### src/rtl/mavg_level_detector.sv
// Hysteresis level detector with consecutive-sample debounce and per-episode peak/length reporting.
// Optional sticky saturation flag (clr_sat_i / sat_o) enabled by defining MAVG_LEVEL_DET_SAT_FLAG_EN.
//
// state     | meaning
// ----------+-----------------------------------------------------------
// LOW       | level low, waiting for a sample above thr_hi_i
// RISE_PEND | counting consecutive above samples toward a confirmed rise
// HIGH      | level high, tracking peak and episode length
// FALL_PEND | counting consecutive below samples toward a confirmed fall
module mavg_level_detector #(
    parameter int unsigned DEBOUNCE = 3,
    parameter int unsigned LEN_W    = 16
) (
    input  logic                    system1000,
    input  logic                    system1000_rstn,
    input  logic signed [7:0]       avg_i,
    input  logic                    avg_valid_i,
    input  logic signed [7:0]       thr_hi_i,
    input  logic signed [7:0]       thr_lo_i,
`ifdef MAVG_LEVEL_DET_SAT_FLAG_EN
    input  logic                    clr_sat_i,
    output logic                    sat_o,
`endif
    output logic                    level_o,
    output logic                    rise_o,
    output logic                    fall_o,
    output logic signed [7:0]       peak_o,
    output logic [LEN_W-1:0]        episode_len_o,
    output logic                    peak_valid_o
);

    typedef enum logic [1:0] {
        LOW       = 2'd0,
        RISE_PEND = 2'd1,
        HIGH      = 2'd2,
        FALL_PEND = 2'd3
    } state_t;

    localparam logic [3:0]       DEB     = 4'(DEBOUNCE);
    localparam logic [LEN_W-1:0] LEN_MAX = '1;
    localparam logic signed [7:0] PEAK_RST = 8'sh80;

    state_t                state_q, state_d;
    logic [3:0]            cnt_q, cnt_d;
    logic signed [7:0]     peak_q, peak_d;
    logic [LEN_W-1:0]      len_q, len_d;
    logic                  rise_d, fall_d;

    logic                  level_q, rise_q, fall_q, pvalid_q;
    logic signed [7:0]     peak_out_q;
    logic [LEN_W-1:0]      len_out_q;

    logic                  above, below;
    logic signed [7:0]     peak_max;
    logic [LEN_W-1:0]      len_inc;
    logic [3:0]            cnt_inc;

    assign above    = avg_i > thr_hi_i;
    assign below    = avg_i < thr_lo_i;
    assign peak_max = (avg_i > peak_q) ? avg_i : peak_q;
    assign len_inc  = (len_q == LEN_MAX) ? len_q : len_q + 1'b1;
    assign cnt_inc  = cnt_q + 4'd1;

    always_comb begin
        state_d = state_q;
        cnt_d   = cnt_q;
        peak_d  = peak_q;
        len_d   = len_q;
        rise_d  = 1'b0;
        fall_d  = 1'b0;
        if (avg_valid_i) begin
            unique case (state_q)
                LOW: begin
                    if (above) begin
                        peak_d = avg_i;
                        if (DEB == 4'd1) begin
                            state_d = HIGH;
                            rise_d  = 1'b1;
                            len_d   = '0;
                        end else begin
                            state_d = RISE_PEND;
                            cnt_d   = 4'd1;
                        end
                    end
                end
                RISE_PEND: begin
                    if (above) begin
                        peak_d = peak_max;
                        cnt_d  = cnt_inc;
                        if (cnt_inc == DEB) begin
                            state_d = HIGH;
                            cnt_d   = 4'd0;
                            rise_d  = 1'b1;
                            len_d   = '0;
                        end
                    end else begin
                        state_d = LOW;
                        cnt_d   = 4'd0;
                    end
                end
                HIGH: begin
                    peak_d = peak_max;
                    len_d  = len_inc;
                    if (below) begin
                        if (DEB == 4'd1) begin
                            state_d = LOW;
                            fall_d  = 1'b1;
                        end else begin
                            state_d = FALL_PEND;
                            cnt_d   = 4'd1;
                        end
                    end
                end
                FALL_PEND: begin
                    peak_d = peak_max;
                    len_d  = len_inc;
                    if (below) begin
                        cnt_d = cnt_inc;
                        if (cnt_inc == DEB) begin
                            state_d = LOW;
                            cnt_d   = 4'd0;
                            fall_d  = 1'b1;
                        end
                    end else begin
                        state_d = HIGH;
                        cnt_d   = 4'd0;
                    end
                end
                default: state_d = LOW;
            endcase
        end
    end

    always_ff @(posedge system1000) begin
        if (!system1000_rstn) begin
            state_q    <= LOW;
            cnt_q      <= 4'd0;
            peak_q     <= PEAK_RST;
            len_q      <= '0;
            level_q    <= 1'b0;
            rise_q     <= 1'b0;
            fall_q     <= 1'b0;
            pvalid_q   <= 1'b0;
            peak_out_q <= 8'sd0;
            len_out_q  <= '0;
        end else begin
            state_q  <= state_d;
            cnt_q    <= cnt_d;
            peak_q   <= peak_d;
            len_q    <= len_d;
            level_q  <= (state_d == HIGH) || (state_d == FALL_PEND);
            rise_q   <= rise_d;
            fall_q   <= fall_d;
            pvalid_q <= fall_d;
            // The reported peak/length include the confirming fall sample.
            if (fall_d) begin
                peak_out_q <= peak_d;
                len_out_q  <= len_d;
            end
        end
    end

    assign level_o       = level_q;
    assign rise_o        = rise_q;
    assign fall_o        = fall_q;
    assign peak_valid_o  = pvalid_q;
    assign peak_o        = peak_out_q;
    assign episode_len_o = len_out_q;

`ifdef MAVG_LEVEL_DET_SAT_FLAG_EN
    logic sat_q;
    logic sat_hit;

    assign sat_hit = avg_valid_i && ((avg_i == 8'sh80) || (avg_i == 8'sh7F));

    // Set has priority over clear so a saturating sample is never lost.
    always_ff @(posedge system1000) begin
        if (!system1000_rstn) begin
            sat_q <= 1'b0;
        end else if (sat_hit) begin
            sat_q <= 1'b1;
        end else if (clr_sat_i) begin
            sat_q <= 1'b0;
        end
    end

    assign sat_o = sat_q;
`endif

endmodule

### config.mk
export PLATFORM = sky130hd
export DESIGN_NAME = mavg_level_detector
export DESIGN_NICKNAME = d
export VERILOG_FILES = /design/src/rtl/mavg_level_detector.sv
export SDC_FILE = /design/constraint.sdc
export NUM_CORES = 1
export LEC_CHECK = 0
export ABC_CLOCK_PERIOD_IN_PS = 5700
export BUFFER_PORTS_ARGS = -buffer_cell sky130_fd_sc_hd__buf_2
export CORE_MARGIN = 2
export CORE_UTILIZATION = 35
export CTS_CLUSTER_DIAMETER = 30
export DETAILED_ROUTE_END_ITERATION = 8
export PLACE_DENSITY_LB_ADDON = 0.05
export REMOVE_ABC_BUFFERS = 1
export SLEW_MARGIN = 10
export SYNTH_ARGS = -nofsm -noshare
export SYNTH_HDL_FRONTEND = slang
export SYNTH_SLANG_ARGS = --single-unit
### constraint.sdc
create_clock -name system1000 -period 5.7 [get_ports system1000]
set_clock_uncertainty 0.15 [all_clocks]
set_input_delay 0.57 -clock system1000 [delete_from_list [all_inputs] [get_ports system1000]]
set_output_delay 0.57 -clock system1000 [all_outputs]
set_load 0.01 [all_outputs]
; After elaboration in Yosys (flattened, before gate mapping)
; Cells that the tools add are included.
[word_totals]
elab_cells = 56
output_inout_bits = 28
in_bits = 27
register_bits = 57
[classes]
addsub = 2
n_lt_le_gt_ge = 3
n_mux = 28
n_reduce_logical = 5
eq_ne = 9
[op_table]
columns = op, n
row1 = 2-to-1 mux 16 bit, 4
row2 = 2-to-1 mux 8 bit, 4
row3 = one-hot mux 16 bit (2 select lines), 1
row4 = one-hot mux 8 bit (3 select lines), 1
row5 = 2-to-1 mux 4 bit, 5
row6 = "adder 16 x 1 -> 16 bit, second input constant", 1
row7 = "equality test 16 bit, second input constant", 1
row8 = greater-than comparator 8 bit, 2
row9 = one-hot mux 4 bit (4 select lines), 1
row10 = 2-to-1 mux 2 bit, 7
row11 = "equality test 2 bit, second input constant", 4
row12 = < comparator 8 bit, 1
row13 = one-hot mux 2 bit (4 select lines), 1
row14 = "adder 4 x 1 -> 4 bit, second input constant", 1
row15 = "equality test 4 x 2 -> 1 bit, second input constant", 1
row16 = 2-to-1 mux 1 bit, 4
row17 = "inequality test 2 bit, second input constant", 2
row18 = AND reduction 4 bit, 1
row19 = AND reduction 3 bit, 1
row20 = "equality test 2 x 1 -> 1 bit, second input constant", 1
row21 = zero test 2 bit, 1
row22 = OR reduction 2 bit, 1
row23 = logical OR 1 bit, 1

; Logic depth before layout (Yosys ltp)
[depth]
ltp_word = 8
depth_mapped = 11
ltp_nobuf = 9

; Worst setup path before layout
; No wires, ideal clock.
[synth_timing]
kind = in2reg
start = input port thr_hi_i[7]
end = register cnt_q[1]
slack_ps = 3111
arrival_time_ps = 2322
stages = 10
setup_time_ps = 117
required_ps = 5433
path_buffers = 1
path_cell_list = inv_1 ha_1 inv_1 nor2_1 a221oi_2 buf_2 nand2_2 mux2i_2 o21ai_0 a32o_1
[synth_via]
elab_chain_len = 3
word_cells_on_any_way = 5
classes_between = 1 x order compare / 1 x eq/ne / 2 x mux / 1 x reduce/logical
[synth_rtl]
columns = item, line_no
row1 = "start, declared", 18  ; input logic signed [7:0] thr_hi_i,
row2 = greater-than comparator 8 bit *, 58  ; assign above = avg_i > thr_hi_i;
row3 = 2-to-1 mux 4 bit or inequality test 2 bit (tied branches), -
row4 = one-hot mux 4 bit (4 select lines) or AND reduction 3 bit (tied branches), -
row5 = "end signal, assigned", 148  ; cnt_q <= cnt_d;
row6 = "end, declared", 44  ; logic [3:0] cnt_q, cnt_d;
; Mark *: on every way between the ends. The rest lies on a longest branch, timed or not.
; A chain may end at the register's enable or synchronous reset.

; Final worst setup path
[layout_timing]
start = input port avg_i[7]
end = register peak_out_q[4] (netlist: peak_o[4])
[layout_via]
elab_chain_len = 5
word_cells_on_any_way = 11
classes_between = 3 x order compare / 8 x mux
[layout_rtl]
columns = item, line_no
row1 = "start, declared", 16  ; input logic signed [7:0] avg_i,
row2 = greater-than comparator 8 bit, 60  ; assign peak_max = (avg_i > peak_q) ? avg_i : peak_q;
row3 = 2-to-1 mux 8 bit, 60
row4 = 2-to-1 mux 8 bit, 87  ; if (above) begin
row5 = one-hot mux 8 bit (3 select lines), 72  ; unique case (state_q)
row6 = 2-to-1 mux 8 bit, 71  ; if (avg_valid_i) begin
row7 = "end signal, assigned", 157  ; peak_out_q <= peak_d;
row8 = "end, declared", 50  ; logic signed [7:0] peak_out_q;
; Parallel ways exist; a longest one is shown, timed or not.

==> results.sh <==
export IMPL_status="finished clean"
export IMPL_synth_avg_cell_area_sq_um=8.114
export IMPL_h_tree_depth=3
export IMPL_yosys_area_top_type_share_pct=32.33
export IMPL_n_antenna_cell=0
export IMPL_yosysMostFrequentCell="dfxtp_1"
export IMPL_grt_pass1_vias=3170
export IMPL_setup_violations=0
export IMPL_core_sq_um=9774
export IMPL_final_cells=614
export IMPL_timing_final_ws_setup_ns=2.449
export IMPL_grt_max_degree=39
export IMPL_dieArea_sq_um=10900
export IMPL_power_total_mw=0.9544
export IMPL_postCtsSetupBuffers=0
export IMPL_achievable_frequency_mhz=307.6
export IMPL_drc=0
export IMPL_cts_tree="built"
export IMPL_firstDrtPassIters=4
export IMPL_die_y_microns=104.4
export IMPL_ir_drop_mv=0.1012
export IMPL_cap_viol_max_count=0
export IMPL_r2r_cells=10
export IMPL_synth_edff_count=0
export IMPL_clk_pin_slew_ns=0.07
export IMPL_dpl_hpwl_microns=6769
export IMPL_cts_path_max_buffers=2
export IMPL_portBuffers=54
export IMPL_dp_slack_ns=2.161
export IMPL_crit_start="avg_i[7]"
export IMPL_num_rows=36
export IMPL_leakagePower_nw=1.716
export IMPL_cp_required_ns=5.79
export IMPL_overflow=0
export IMPL_wl_per_cell_microns=15.83
export IMPL_critPathMaxFanout=12
export IMPL_path_class="in2reg"
export IMPL_timing_rr_start="peak_q[5]"
export IMPL_synth_cell_types=66
export IMPL_cts_resized=0
export IMPL_drt_total_wl_microns=9721
export IMPL_rsz0062_at_grt="false"
export IMPL_synth_top_area_cell="dfxtp_1"
export IMPL_ys_flop_type="dfxtp_1"
export IMPL_grt_pass1_wl_microns=16120
export IMPL_r2r_end="peak_q[7]"
export IMPL_path_depth=9
export IMPL_arrival_ns=3.34
export IMPL_ys_top_cells_by_area="dfxtp_1 (32%), ha_1 (9.2%), a21oi_1 (4.0%)"
export IMPL_r2r_slack_ns=2.82
export IMPL_die_w_microns=104.4
export IMPL_start_util_pct=36.11
export IMPL_area_delta_synth_final_pct=13.97
export IMPL_gp_congestion=0.8169
export IMPL_slew_headroom_pct=31.90
export IMPL_hold_start="episode_len_o[13]"
export IMPL_clockRootBuffer="clkbuf_8"
export IMPL_dp_cells=598
export IMPL_cts_sinks=57
export IMPL_syn_instance_count=435
export IMPL_fin_crit_ns=3.251
export IMPL_drt_iter0_markers=94
export IMPL_maxSlewViolCount=0
export IMPL_fin_nets=529
export IMPL_endpoint="peak_o[4]"
export IMPL_crit_chain="buf_2 -> ha_1 -> inv_1 -> nor2_1 -> a221oi_2 -> and2_1 -> a21oi_1 -> o22a_1 -> o31ai_1"
export IMPL_vias_per_cell=5.362
export IMPL_cpPeakStageDelay_ns=0.84
export IMPL_cp_end_kind="flop"
export IMPL_synthArstFlopShare_pct=0
export IMPL_final_antenna_net_count=0
export IMPL_ys_ff_latch=57
export IMPL_min_period_over_period_pct=57.03
export IMPL_tightest_slew_ns=1.022
export IMPL_ys_seq_area_share_pct=32.33
export IMPL_p_per_area_nw_per_um2=237.3
export IMPL_pin_count=55
export IMPL_syn_area_sq_um=3530
export IMPL_critPathBufInv=2
export IMPL_grt_usage_pct=18.44
export IMPL_cts_buffers=9
export IMPL_num_vias=3292
export IMPL_yosysWarnings=0
export IMPL_tns_ns=0
export IMPL_cp_slowest_cell="a221oi_2"
export IMPL_hold_viol=0
export IMPL_drive_gt1_share_pct=18.71
export IMPL_num_fill_cells=1041
export IMPL_synth_common_cells="dfxtp_1 (57), nand2_1 (32), inv_1 (31), nor2_1 (31), a21oi_1 (28)"
export IMPL_cpLargestDelayFamily="compound AO/OA/AOI/OAI gates"
export IMPL_start_kind="primary input"
export IMPL_clk_latency_ns=0.33
export IMPL_hp_class="reg2reg"
export IMPL_antenna_found_initial=0
export IMPL_hold_buffers=0
-- layout make-up --
class	instances	area, sq um	share of cell area [%]
inverters	32	120.1	2.986
flip-flops and latches	57	1141	28.37
clock inverters	3	40.04	0.9953
multi-input cells	319	2113	52.54
repair buffers	57	292.8	7.278
clock buffers	13	148.9	3.701
well taps	133	166.4	4.137
-- worst reg2reg max path, delay by kind of cell (launching register included) --
family,cells,cell delay [ns]
flip-flops,1,0.33
buffers and inverters,2,0.37
adder cells (fa/ha/maj),1,0.29
AND/OR/NAND/NOR,2,0.23
AO/OA/AOI/OAI,5,1.34
-- stage by stage --
step	area [sq um]	hold WS [ns]	util (%)
6_report	4023	0.2978	41.15
5_1_grt	4023	0.3214	41.15
4_1_cts	4023	0.3004	41.15
3_5_place_dp	3834	0.2909	39.22
3_3_place_gp	3834	0.2874	39.22
2_1_floorplan	3369	0.3183	-
-- power breakdown --
| part | leakage (nW) | switching [mW] | internal (mW) |
|---|---|---|---|
| Combinational | 1.16 | 0.0983 | 0.0607 |
| Sequential | 0.461 | 0.0101 | 0.407 |
| Clock | 0.0974 | 0.165 | 0.213 |
| Total | 1.72 | 0.273 | 0.681 |
-- flip-flops by register name (all words and copies together), names as in the netlist --
signal and count:
episode_len_o 16, len_q 16, peak_o 8, peak_q 8
cnt_q 4, state_q 2, level_o 1, peak_valid_o 1
rise_o 1
-- how the worst min path moves through the flow --
| stage | endpoint | slack, ns | cells after the start |
|---|---|---|---|
| 3_5_place_dp | episode_len_o[13] | 0.29 | 2 |
| 6_report | episode_len_o[13] | 0.30 | 2 |
| 3_3_place_gp | episode_len_o[12] | 0.29 | 2 |
| 5_1_grt | episode_len_o[13] | 0.32 | 2 |
| 4_1_cts | episode_len_o[13] | 0.30 | 2 |
| 2_1_floorplan | len_q[14] | 0.32 | 2 |
-- placed cells by master, fill, tap and decap left out, types with 2 or more instances in the layout --
master,n
a211oi_1,7
a21o_1,5
a21oi_1,28
a22oi_1,2
a311oi_1,2
a31oi_1,13
a41oi_1,3
and2_1,12
and3_1,4
and4_1,2
buf_2,54
buf_4,3
clkbuf_1,3
clkbuf_8,10
clkinv_2,2
dfxtp_1,57
ha_1,26
inv_1,31
nand2_1,32
nand2_2,3
nand2b_1,3
nand3_1,26
nand4_1,9
nor2_1,31
nor2b_1,7
nor3_1,13
nor3_2,2
nor4_1,4
o211ai_1,2
o21ai_0,26
o21ai_1,3
o21ba_1,3
o22a_1,6
o311ai_0,2
o31ai_1,10
o31ai_2,2
or3_1,2
or3b_1,2
-- kinds of logic after synthesis --
family	Yosys count	synth area share, %
AO/OA/AOI/OAI	130	25.56
flip-flops	57	32.33
buffers and inverters	59	7.940
AND/OR/NAND/NOR	160	24.03
XOR/XNOR	1	0.2482
adder cells (fa/ha/maj)	26	9.217
multiplexers	2	0.6734
-- per-layer routing --
layer	global-route usage [%]	routed length [microns]	up-vias
met2	32.26	4807	61
met4	3.668	34	0
met1	22.89	4517	1556
li1	-	-	1673
met3	4.637	360	2
met5	0	0	-
Note: power is estimated with default switching activity, not from simulation.
